**src/rtl/jbi_pktout_pkg.sv**
```systemverilog
// Shared definitions for the JBus packet-out sequencer.
//   - request type codes presented on int_req_type
//   - J_AD mux select codes driven on sel_j_adbus
//   - sequencer state encoding
//   - queues whose read returns raise rd_ack (SCT queues)
//   - credit rule deciding whether a granted request may start
package jbi_pktout_pkg;

  localparam logic [3:0] REQ_NONE       = 4'd0;
  localparam logic [3:0] REQ_RD16       = 4'd1;
  localparam logic [3:0] REQ_RD64       = 4'd2;
  localparam logic [3:0] REQ_NCRD       = 4'd3;
  localparam logic [3:0] REQ_NCWR0      = 4'd4;
  localparam logic [3:0] REQ_NCWR4      = 4'd5;
  localparam logic [3:0] REQ_NCWR5      = 4'd6;
  localparam logic [3:0] REQ_NCWR_OTHER = 4'd7;
  localparam logic [3:0] REQ_INTACK     = 4'd8;
  localparam logic [3:0] REQ_INTNACK    = 4'd9;
  localparam logic [3:0] REQ_RDER       = 4'd10;

  localparam logic [3:0] SEL_NONE    = 4'd0;
  localparam logic [3:0] SEL_ADDR    = 4'd1;  // address/header from the request queue
  localparam logic [3:0] SEL_INT     = 4'd2;  // interrupt ack/nack header
  localparam logic [3:0] SEL_RD_DATA = 4'd3;  // read return data
  localparam logic [3:0] SEL_RDER    = 4'd4;  // read error return
  localparam logic [3:0] SEL_WR_DATA = 4'd5;  // non-cacheable write data

  typedef enum logic [1:0] {
    StIdle     = 2'd0,
    StRdData   = 2'd1,
    StNcwrData = 2'd2
  } pktout_state_e;

  // Queues 0..3 are SCT read-return queues; only these get rd_ack.
  localparam logic [14:0] SCT_RDACK_MASK = 15'h000f;

  function automatic logic req_credit_ok(input logic [3:0] req_type,
                                         input logic       mult_ok,
                                         input logic       addr_ok,
                                         input logic       data4_ok,
                                         input logic       data5_ok);
    logic ok;
    case (req_type)
      REQ_RD16, REQ_RDER, REQ_INTACK, REQ_INTNACK: ok = 1'b1;
      REQ_NCRD:                                    ok = addr_ok;
      REQ_RD64:                                    ok = mult_ok;
      REQ_NCWR0, REQ_NCWR_OTHER:                   ok = mult_ok & addr_ok;
      REQ_NCWR4:                                   ok = mult_ok & addr_ok & data4_ok;
      REQ_NCWR5:                                   ok = mult_ok & addr_ok & data5_ok;
      default:                                     ok = 1'b0;
    endcase
    return ok;
  endfunction

  // Undefined codes behave exactly like NONE.
  function automatic logic req_is_none(input logic [3:0] req_type);
    return (req_type == REQ_NONE) || (req_type > REQ_RDER);
  endfunction

endpackage

```
**src/rtl/jbi_pktout_qenc.sv**
```systemverilog
// One-hot to queue-index encoder.
//   onehot : per-queue request vector (lowest set bit wins if several are set)
//   index  : 0 when no bit is set, otherwise bit position + 1
module jbi_pktout_qenc #(
  parameter int unsigned NQ = 7,
  parameter int unsigned QW = $clog2(NQ + 1)
) (
  input  logic [NQ-1:0] onehot,
  output logic [QW-1:0] index
);

  // Scan downwards so the lowest set bit is the final assignment.
  always_comb begin
    index = '0;
    for (int i = NQ - 1; i >= 0; i--) begin
      if (onehot[i]) index = QW'(i + 1);
    end
  end

endmodule

```
**src/rtl/jbi_pktout_seq.sv**
```systemverilog
// JBus packet-out sequencer.
// Turns a granted internal request (type + one-hot requestor) into a per-cycle J_AD select
// sequence with dequeue, JID alloc and read-ack strobes. All outputs are Mealy: the first
// packet cycle is driven in the grant cycle itself.
//
// Ports
//   clk, rst_l                      clock, asynchronous active-low reset
//   grant                           JBus arbiter grant
//   int_req_type, int_requestors    winning request type and one-hot queue
//   multiple_ok, ok_send_*          flow-control credits
//   int_granted                     winner accepted (packet cycle 0)
//   multiple_in_progress            packet continues beyond the next cycle
//   stream_break_point              JBus may re-arbitrate after this cycle
//   dequeue, rd_ack                 per-queue pop / read completion
//   jbus_out_addr_cycle/_data_cycle cycle kind
//   alloc                           allocate JID->PIO-ID entry (NCRD)
//   sel_j_adbus, sel_beat, sel_queue J_AD source, beat index, encoded queue (0 = none)
//
// Optional feature: define JBI_PKTOUT_STREAM_LIMIT_EN to force a stream break after
// MAX_STREAM back-to-back packets.
module jbi_pktout_seq
  import jbi_pktout_pkg::*;
#(
  parameter  int unsigned NQ              = 7,
  parameter  int unsigned RD_BEATS        = 4,
  parameter  int unsigned NCWR_DATA_BEATS = 1,
  parameter  int unsigned MAX_STREAM      = 4,
  localparam int unsigned QW              = $clog2(NQ + 1)
) (
  input  logic          clk,
  input  logic          rst_l,
  input  logic          grant,
  input  logic [3:0]    int_req_type,
  input  logic [NQ-1:0] int_requestors,
  input  logic          multiple_ok,
  input  logic          ok_send_address_pkt,
  input  logic          ok_send_data_pkt_to_4,
  input  logic          ok_send_data_pkt_to_5,
  output logic          int_granted,
  output logic          multiple_in_progress,
  output logic          stream_break_point,
  output logic [NQ-1:0] dequeue,
  output logic [NQ-1:0] rd_ack,
  output logic          jbus_out_addr_cycle,
  output logic          jbus_out_data_cycle,
  output logic          alloc,
  output logic [3:0]    sel_j_adbus,
  output logic [2:0]    sel_beat,
  output logic [QW-1:0] sel_queue
);

  localparam logic [3:0]    RdLen   = 4'(RD_BEATS);
  localparam logic [3:0]    WrLen   = 4'(1 + NCWR_DATA_BEATS);
  localparam logic [NQ-1:0] SctMask = SCT_RDACK_MASK[NQ-1:0];

  pktout_state_e state_q, state_d;
  logic [3:0]    beat_q, beat_d;
  logic [NQ-1:0] req_q, req_d;

  logic          limit_hit, start, idle_brk;
  logic          active, last;
  logic [3:0]    cyc, cur_len;
  logic          k_rd, k_rder, k_ncrd, k_int, k_ncwr;
  logic [NQ-1:0] req_lo, vec_cur;
  logic [QW-1:0] qidx;

  // Keep only the lowest requestor so a multi-hot vector never pops two queues.
  assign req_lo  = int_requestors & (~int_requestors + NQ'(1));
  assign vec_cur = (state_q == StIdle) ? req_lo : req_q;

  jbi_pktout_qenc #(
    .NQ(NQ),
    .QW(QW)
  ) u_qenc (
    .onehot(vec_cur),
    .index (qidx)
  );

`ifdef JBI_PKTOUT_STREAM_LIMIT_EN
  logic [3:0] stream_cnt_q, stream_cnt_d;

  // Counts consecutive starts; any idle cycle without a start (including the forced
  // break) clears it. Beats inside a packet leave it untouched.
  always_comb begin
    stream_cnt_d = stream_cnt_q;
    if (state_q == StIdle) stream_cnt_d = start ? stream_cnt_q + 4'd1 : 4'd0;
  end

  always_ff @(posedge clk or negedge rst_l) begin
    if (!rst_l) stream_cnt_q <= 4'd0;
    else        stream_cnt_q <= stream_cnt_d;
  end
`else
  logic unused_max_stream;
  assign unused_max_stream = ^4'(MAX_STREAM);
`endif

  always_comb begin
    limit_hit = 1'b0;
`ifdef JBI_PKTOUT_STREAM_LIMIT_EN
    limit_hit = (stream_cnt_q == 4'(MAX_STREAM));
`endif
    start    = (state_q == StIdle) && grant && !limit_hit &&
               req_credit_ok(int_req_type, multiple_ok, ok_send_address_pkt,
                             ok_send_data_pkt_to_4, ok_send_data_pkt_to_5);
    idle_brk = (state_q == StIdle) && grant && (limit_hit || req_is_none(int_req_type));
  end

  // Packet kind, length and cycle index of the cycle being driven now.
  always_comb begin
    active  = 1'b0;
    cyc     = beat_q;
    cur_len = 4'd1;
    k_rd    = 1'b0;
    k_rder  = 1'b0;
    k_ncrd  = 1'b0;
    k_int   = 1'b0;
    k_ncwr  = 1'b0;
    unique case (state_q)
      StIdle: begin
        active = start;
        cyc    = 4'd0;
        case (int_req_type)
          REQ_RD16: k_rd = 1'b1;
          REQ_RD64: begin
            k_rd    = 1'b1;
            cur_len = RdLen;
          end
          REQ_RDER:                 k_rder = 1'b1;
          REQ_NCRD:                 k_ncrd = 1'b1;
          REQ_INTACK, REQ_INTNACK:  k_int  = 1'b1;
          REQ_NCWR0, REQ_NCWR4, REQ_NCWR5, REQ_NCWR_OTHER: begin
            k_ncwr  = 1'b1;
            cur_len = WrLen;
          end
          default: ;
        endcase
      end
      StRdData: begin
        active  = 1'b1;
        k_rd    = 1'b1;
        cur_len = RdLen;
      end
      StNcwrData: begin
        active  = 1'b1;
        k_ncwr  = 1'b1;
        cur_len = WrLen;
      end
      default: ;
    endcase
  end

  assign last = (cyc + 4'd1 == cur_len);

  // State register.
  always_ff @(posedge clk or negedge rst_l) begin
    if (!rst_l) begin
      state_q <= StIdle;
      beat_q  <= 4'd0;
      req_q   <= '0;
    end else begin
      state_q <= state_d;
      beat_q  <= beat_d;
      req_q   <= req_d;
    end
  end

  // Next state. Multi-cycle packets run to completion whatever grant does.
  always_comb begin
    state_d = state_q;
    beat_d  = beat_q;
    req_d   = req_q;
    unique case (state_q)
      StIdle: begin
        if (start && (cur_len != 4'd1)) begin
          state_d = (int_req_type == REQ_RD64) ? StRdData : StNcwrData;
          beat_d  = 4'd1;
          req_d   = req_lo;
        end
      end
      StRdData, StNcwrData: begin
        if (last) begin
          state_d = StIdle;
          beat_d  = 4'd0;
          req_d   = '0;
        end else begin
          beat_d = beat_q + 4'd1;
        end
      end
      default: begin
        state_d = StIdle;
        beat_d  = 4'd0;
        req_d   = '0;
      end
    endcase
  end

  // Outputs. Gated by rst_l so they drop as soon as reset asserts, even with grant high.
  always_comb begin
    int_granted          = 1'b0;
    multiple_in_progress = 1'b0;
    stream_break_point   = 1'b0;
    dequeue              = '0;
    rd_ack               = '0;
    jbus_out_addr_cycle  = 1'b0;
    jbus_out_data_cycle  = 1'b0;
    alloc                = 1'b0;
    sel_j_adbus          = SEL_NONE;
    sel_beat             = 3'd0;
    sel_queue            = '0;
    if (rst_l && active) begin
      int_granted          = (state_q == StIdle);
      multiple_in_progress = (cyc + 4'd3 <= cur_len);
      // Break one cycle before the last beat, or on the only beat of a 1-cycle packet.
      stream_break_point   = (cur_len == 4'd1) || (cyc + 4'd2 == cur_len);
      dequeue              = vec_cur;
      rd_ack               = ((k_rd || k_rder) && last) ? (vec_cur & SctMask) : '0;
      jbus_out_addr_cycle  = k_ncrd || k_int || (k_ncwr && (cyc == 4'd0));
      jbus_out_data_cycle  = k_rd || k_rder || (k_ncwr && (cyc != 4'd0));
      alloc                = k_ncrd;
      sel_beat             = cyc[2:0];
      sel_queue            = qidx;
      if (k_rd)                          sel_j_adbus = SEL_RD_DATA;
      else if (k_rder)                   sel_j_adbus = SEL_RDER;
      else if (k_int)                    sel_j_adbus = SEL_INT;
      else if (k_ncwr && (cyc != 4'd0))  sel_j_adbus = SEL_WR_DATA;
      else                               sel_j_adbus = SEL_ADDR;
    end else if (rst_l && idle_brk) begin
      stream_break_point = 1'b1;
    end
  end

endmodule
```
**config.mk**
```make
export PLATFORM = sky130hd
export DESIGN_NAME = jbi_pktout_seq
export DESIGN_NICKNAME = d
export VERILOG_FILES = /design/src/rtl/jbi_pktout_pkg.sv /design/src/rtl/jbi_pktout_qenc.sv /design/src/rtl/jbi_pktout_seq.sv
export SDC_FILE = /design/constraint.sdc
export NUM_CORES = 1
export LEC_CHECK = 0
export ABC_AREA = 1
export ABC_CLOCK_PERIOD_IN_PS = 3100
export BUFFER_PORTS_ARGS = -buffer_cell sky130_fd_sc_hd__buf_2
export CAP_MARGIN = 15
export CORE_UTILIZATION = 25
export DETAILED_ROUTE_END_ITERATION = 6
export PLACE_DENSITY = 0.54
export SYNTH_ARGS = -nofsm -noshare
export SYNTH_HDL_FRONTEND = slang
export SYNTH_SLANG_ARGS = --single-unit
```
**constraint.sdc**
```tcl
create_clock -name clk -period 3.1 [get_ports clk]
set_clock_uncertainty 0.1 [all_clocks]
set_input_delay 0.775 -clock clk [delete_from_list [all_inputs] [get_ports clk]]
set_output_delay 0.775 -clock clk [all_outputs]
set_load 0.05 [all_outputs]
```
==> results.md <==
- The run finished, with violations left.
- The checks that failed: negative setup slack.
- The detail route stage leaves a number of antenna-violating nets equal to 0.
- The max capacitance violation total is 0.
- The signal on the critical path passes through inv_2 -> ha_4 -> buf_6 -> inv_8 -> buf_12 -> nand2_8 -> inv_4 -> ha_4 -> buf_6 -> nand3_2 -> nand3_2 -> nor2_2 -> nand2_2 -> inv_2 -> nand2_4 -> nor3_4 -> buf_6.
- The routability-driven placement congestion ratio is between 0.9 and 1.
- Measured in cells, the most critical reg-to-reg path has a length of 18.
- In this run, synthesis produced a sequential element count of 13.
- The setup path with the least slack is of type reg -> out.
- The most common cell type on the critical path is sky130_fd_sc_hd__buf_6.
- The core utilization of the finished layout is 0.450.
- Measured along the x axis, the die boundary spans around 85 µm.
- The post-synthesis instance total is between 200 and 300.
- The worst-case IR drop observed on VDD is between 0.2 and 0.3 mV.
- The number of clock sinks is 13.
- The kind of launch point of the worst setup path is a flip-flop.
- The arrival time of data at the critical path endpoint is 2.35 ns.
- Each instance of the synthesized netlist takes up on average between 6 and 7 µm².
- The first detailed-routing pass ran for 4 iterations.
- The switching part of the total is 0.530.
- The leakage component of the power is roughly 1.5 nW.
- Detailed placement ended at an HPWL of around 3.9 mm.
- The die extent in y is between 80 and 90 µm.
- The sequential area share after synthesis is 0.187.
- The share of power burned in combinational logic is 0.855.
- The die covers between 7000 and 8000 µm².
- The count of standard-cell rows is 30.
- The clock reaches the later pin of the worst-skew pair after roughly 0.24 ns.
- The worst setup path is captured at a primary output.
- In this run, placement finished with an instance count of approximately 440.
- The maximum number of pins on one net before global-route repair is 18.
- For this run the aggregate overflow at the end of global routing stands at 0.
- Of the total power, registers draw 0.090.
- The count of buffering cells on the critical path with inverters included is 8.
- The summed instance area of the synthesized netlist is between 1500 and 2000 µm².
- The type of the tightest min-delay check is in -> async.
- The number of top-level pins is 48.
- The floorplan core area is 6760 µm².
- The via count of the first global-routing pass is just over 2,000.
- On the worst path, the slowest cell contributes a delay of 0.38 ns.
- For this run, design rule violations remaining after detail routing come to 0.
- The initial antenna violation count was 0.
- The number of warning messages in the yosys log is 0.
- The maximum net fanout on the critical path is 4.
- The worst-case setup margin in the final layout is -0.130 ns.
- Port buffering added 43 buffers.
- In this design, the largest share of critical-path delay is due to buffers and inverters.
- The peak clock frequency supported by timing is 0.310 GHz.
- The detailed router finished its first iteration with 72 violations.
- The finished layout holds between 400 and 500 standard cells, fillers aside.
- The count of nets after finishing is 400.
- The clock tree root buffer cell is sky130_fd_sc_hd__clkbuf_8.
- The number of buffers on the longest clock path is 2.
- The first global-routing pass estimated about 9.0 mm of wire.
- The cell with the largest stage delay on the worst path is sky130_fd_sc_hd__dfrtp_1.
- The number of vias in the routed layout is around 2,000.
- For this configuration, the core starts out at a cell density of 0.258.
- Counting the buffers created by CTS gives 3.
- Of the cells placed in the final design, the portion with a size suffix greater than 1 is 0.539.
- Across every metal layer, demand over resource in global routing totals 0.150.
- Power spread over the standard cell area amounts to just over 900 nW/µm².
- For the worst setup path, the data required time is ~2.2 ns.
- In this run the number of H-tree levels came out at 1.
- Compared with the post-synthesis result, the final layout area differs by 74.6%.
- For this design, the CTS-stage hold fixing added 0 buffers.
- After clock tree synthesis, the clock-pin slew on the worst setup and hold paths is 0.06 ns.
- The critical path runs through a total of 17 cells.
- The internal power of the cells totals around 0.0013 W.
- The share of total power in the clock network is 0.055.
- The final number of hold-violating endpoints came to 0.
- The final-report max-slew violation count is 0.
- The CTS tree is built.
- Dividing the detail-routed via count by the number of cells gives approximately 4.4.
- Summed over all failing endpoints, the final setup total negative slack is -0.480 ns.
- The total routed wirelength is ~5.2 mm.
- In this run the power spent charging and discharging nets is ~0.0015 W.
- The distinct cell type count after synthesis is 35.
- The post-route clock period utilization is 1.04.
- The setup-violating endpoint count in the final report is 7.
- The final critical path time including I/O delays and setup is around 3.2 ns.
- The antenna cell count is 0.
- Setup repair after global routing could not meet its margin everywhere.
- The average wire length per cell after detail routing is roughly 11 µm.
[cell type report]
class / count / area (µm²)
Sequential cell: 13 / 325
Clock buffer: 3 / 41.3
Fill cell: 678 / 3720
Inverter: 42 / 176
Clock inverter: 1 / 5.00
Timing Repair Buffer: 96 / 835
Multi-Input combinational cell: 214 / 1560
Tap cell: 80 / 100
[cells in the mapped netlist, drive strengths merged]
cell type  count  share of area
inv           41          0.090
nor3          10          0.032
and2           1         0.0036
nand4          2         0.0072
conb           1         0.0022
o21ai         16          0.063
nand3b         2         0.0086
clkinv         1         0.0022
a31oi          3          0.011
buf           10          0.050
nor2          38          0.089
ha            12          0.086
nand2         90           0.24
dfrtp         13           0.19
nand3         22          0.076
xnor2          2          0.010
xor2           3          0.015
nor3b          1         0.0043
a21oi          8          0.027
[flip-flops by register name (all words and copies together) (netlist names)]
signal,flops
beat_q,4
req_q,7
state_q,2
[kinds of logic (layout without fill, tap and decap cells)]
group	after synthesis	count (layout)	synth area share
buffers and inverters	52	142	0.142
AO/OA/AOI/OAI	27	27	0.101
other	1	4	0.00215
flip-flops	13	13	0.187
AND/OR/NAND/NOR	166	166	0.456
XOR/XNOR	5	5	0.0252
adder cells (fa/ha/maj)	12	12	0.0863
[worst register-to-register path: stages (launching register included)]
cell and delay, ns:
sky130_fd_sc_hd__dfrtp_1 0.38, sky130_fd_sc_hd__inv_2 0.09, sky130_fd_sc_hd__ha_4 0.15, sky130_fd_sc_hd__buf_6 0.13, sky130_fd_sc_hd__inv_8 0.05, sky130_fd_sc_hd__buf_12 0.12
sky130_fd_sc_hd__nand2_8 0.05, sky130_fd_sc_hd__inv_4 0.04, sky130_fd_sc_hd__ha_4 0.15, sky130_fd_sc_hd__buf_6 0.12, sky130_fd_sc_hd__nand3_2 0.07, sky130_fd_sc_hd__nand3_2 0.06
sky130_fd_sc_hd__nor2_2 0.12, sky130_fd_sc_hd__nand2_2 0.07, sky130_fd_sc_hd__buf_4 0.14, sky130_fd_sc_hd__nand2_4 0.10, sky130_fd_sc_hd__nand2_8 0.12, sky130_fd_sc_hd__nand2_1 0.10
sky130_fd_sc_hd__o21ai_2 0.05
[power groups by stage]
stage,clock network [W],registers (W),logic [W]
floorplan,0,0.000248,0.00131
global placement,0,0.000246,0.00182
detailed placement,0,0.000247,0.00183
global route,0.000167,0.000256,0.00258
CTS,0.000158,0.000248,0.00227
finish,0.000152,0.000250,0.00236
[final timing paths]
check / start / end / slack, ns
min in group clk: req_q[1]$_DFFE_PN0P_ / req_q[1]$_DFFE_PN0P_ / 0.38
min reg2reg: req_q[1]$_DFFE_PN0P_ / req_q[1]$_DFFE_PN0P_ / 0.38
max reg2reg: state_q[1]$_DFFE_PN0P_ / req_q[4]$_DFFE_PN0P_ / 0.76
min: rst_l / req_q[6]$_DFFE_PN0P_ / 0.38
max: state_q[1]$_DFFE_PN0P_ / rd_ack[0] / -0.13
max in group asynchronous: rst_l / req_q[0]$_DFFE_PN0P_ / 2.35
[metal layers]
layer / GRT usage / vias up / share of wire
met2: 0.263 / 40 / 0.49
met1: 0.198 / 877 / 0.47
met4: 0.0318 / 0 / 0.0058
li1: - / 1045 / -
met3: 0.0156 / 4 / 0.027
met5: 0 / - / 0
[layout by cell type, fill, tap and decap left out, drive strengths merged]
cell,instances
nand4,2
nor2,38
dfrtp,13
xor2,3
nor3,10
clkbuf,6
o21ai,16
buf,93
nand3,22
a21oi,8
ha,12
a31oi,3
conb,4
nor3b,1
nand2,90
xnor2,2
clkinv,2
nand3b,2
inv,41
and2,1
[repair_timing]
action,in CTS,in global routing
gates resized for setup,83,44
setup buffers,6,0
endpoints found under the setup margin,17,26
gates cloned,1,0
pin swaps,27,9
[through the flow]
stage	setup WS (ns)	hold slack, ns	total power, W	area (µm²)
6_report	-0.130	0.376	0.00276	3040
5_1_grt	-0.268	0.386	0.00301	3040
4_1_cts	-0.135	0.382	0.00267	2900
3_5_place_dp	-0.335	0.368	0.00208	2450
3_3_place_gp	-0.288	0.358	0.00207	2450
2_1_floorplan	-0.186	0.342	0.00156	1850
No activity file was read; power rests on OpenSTA's default activity.
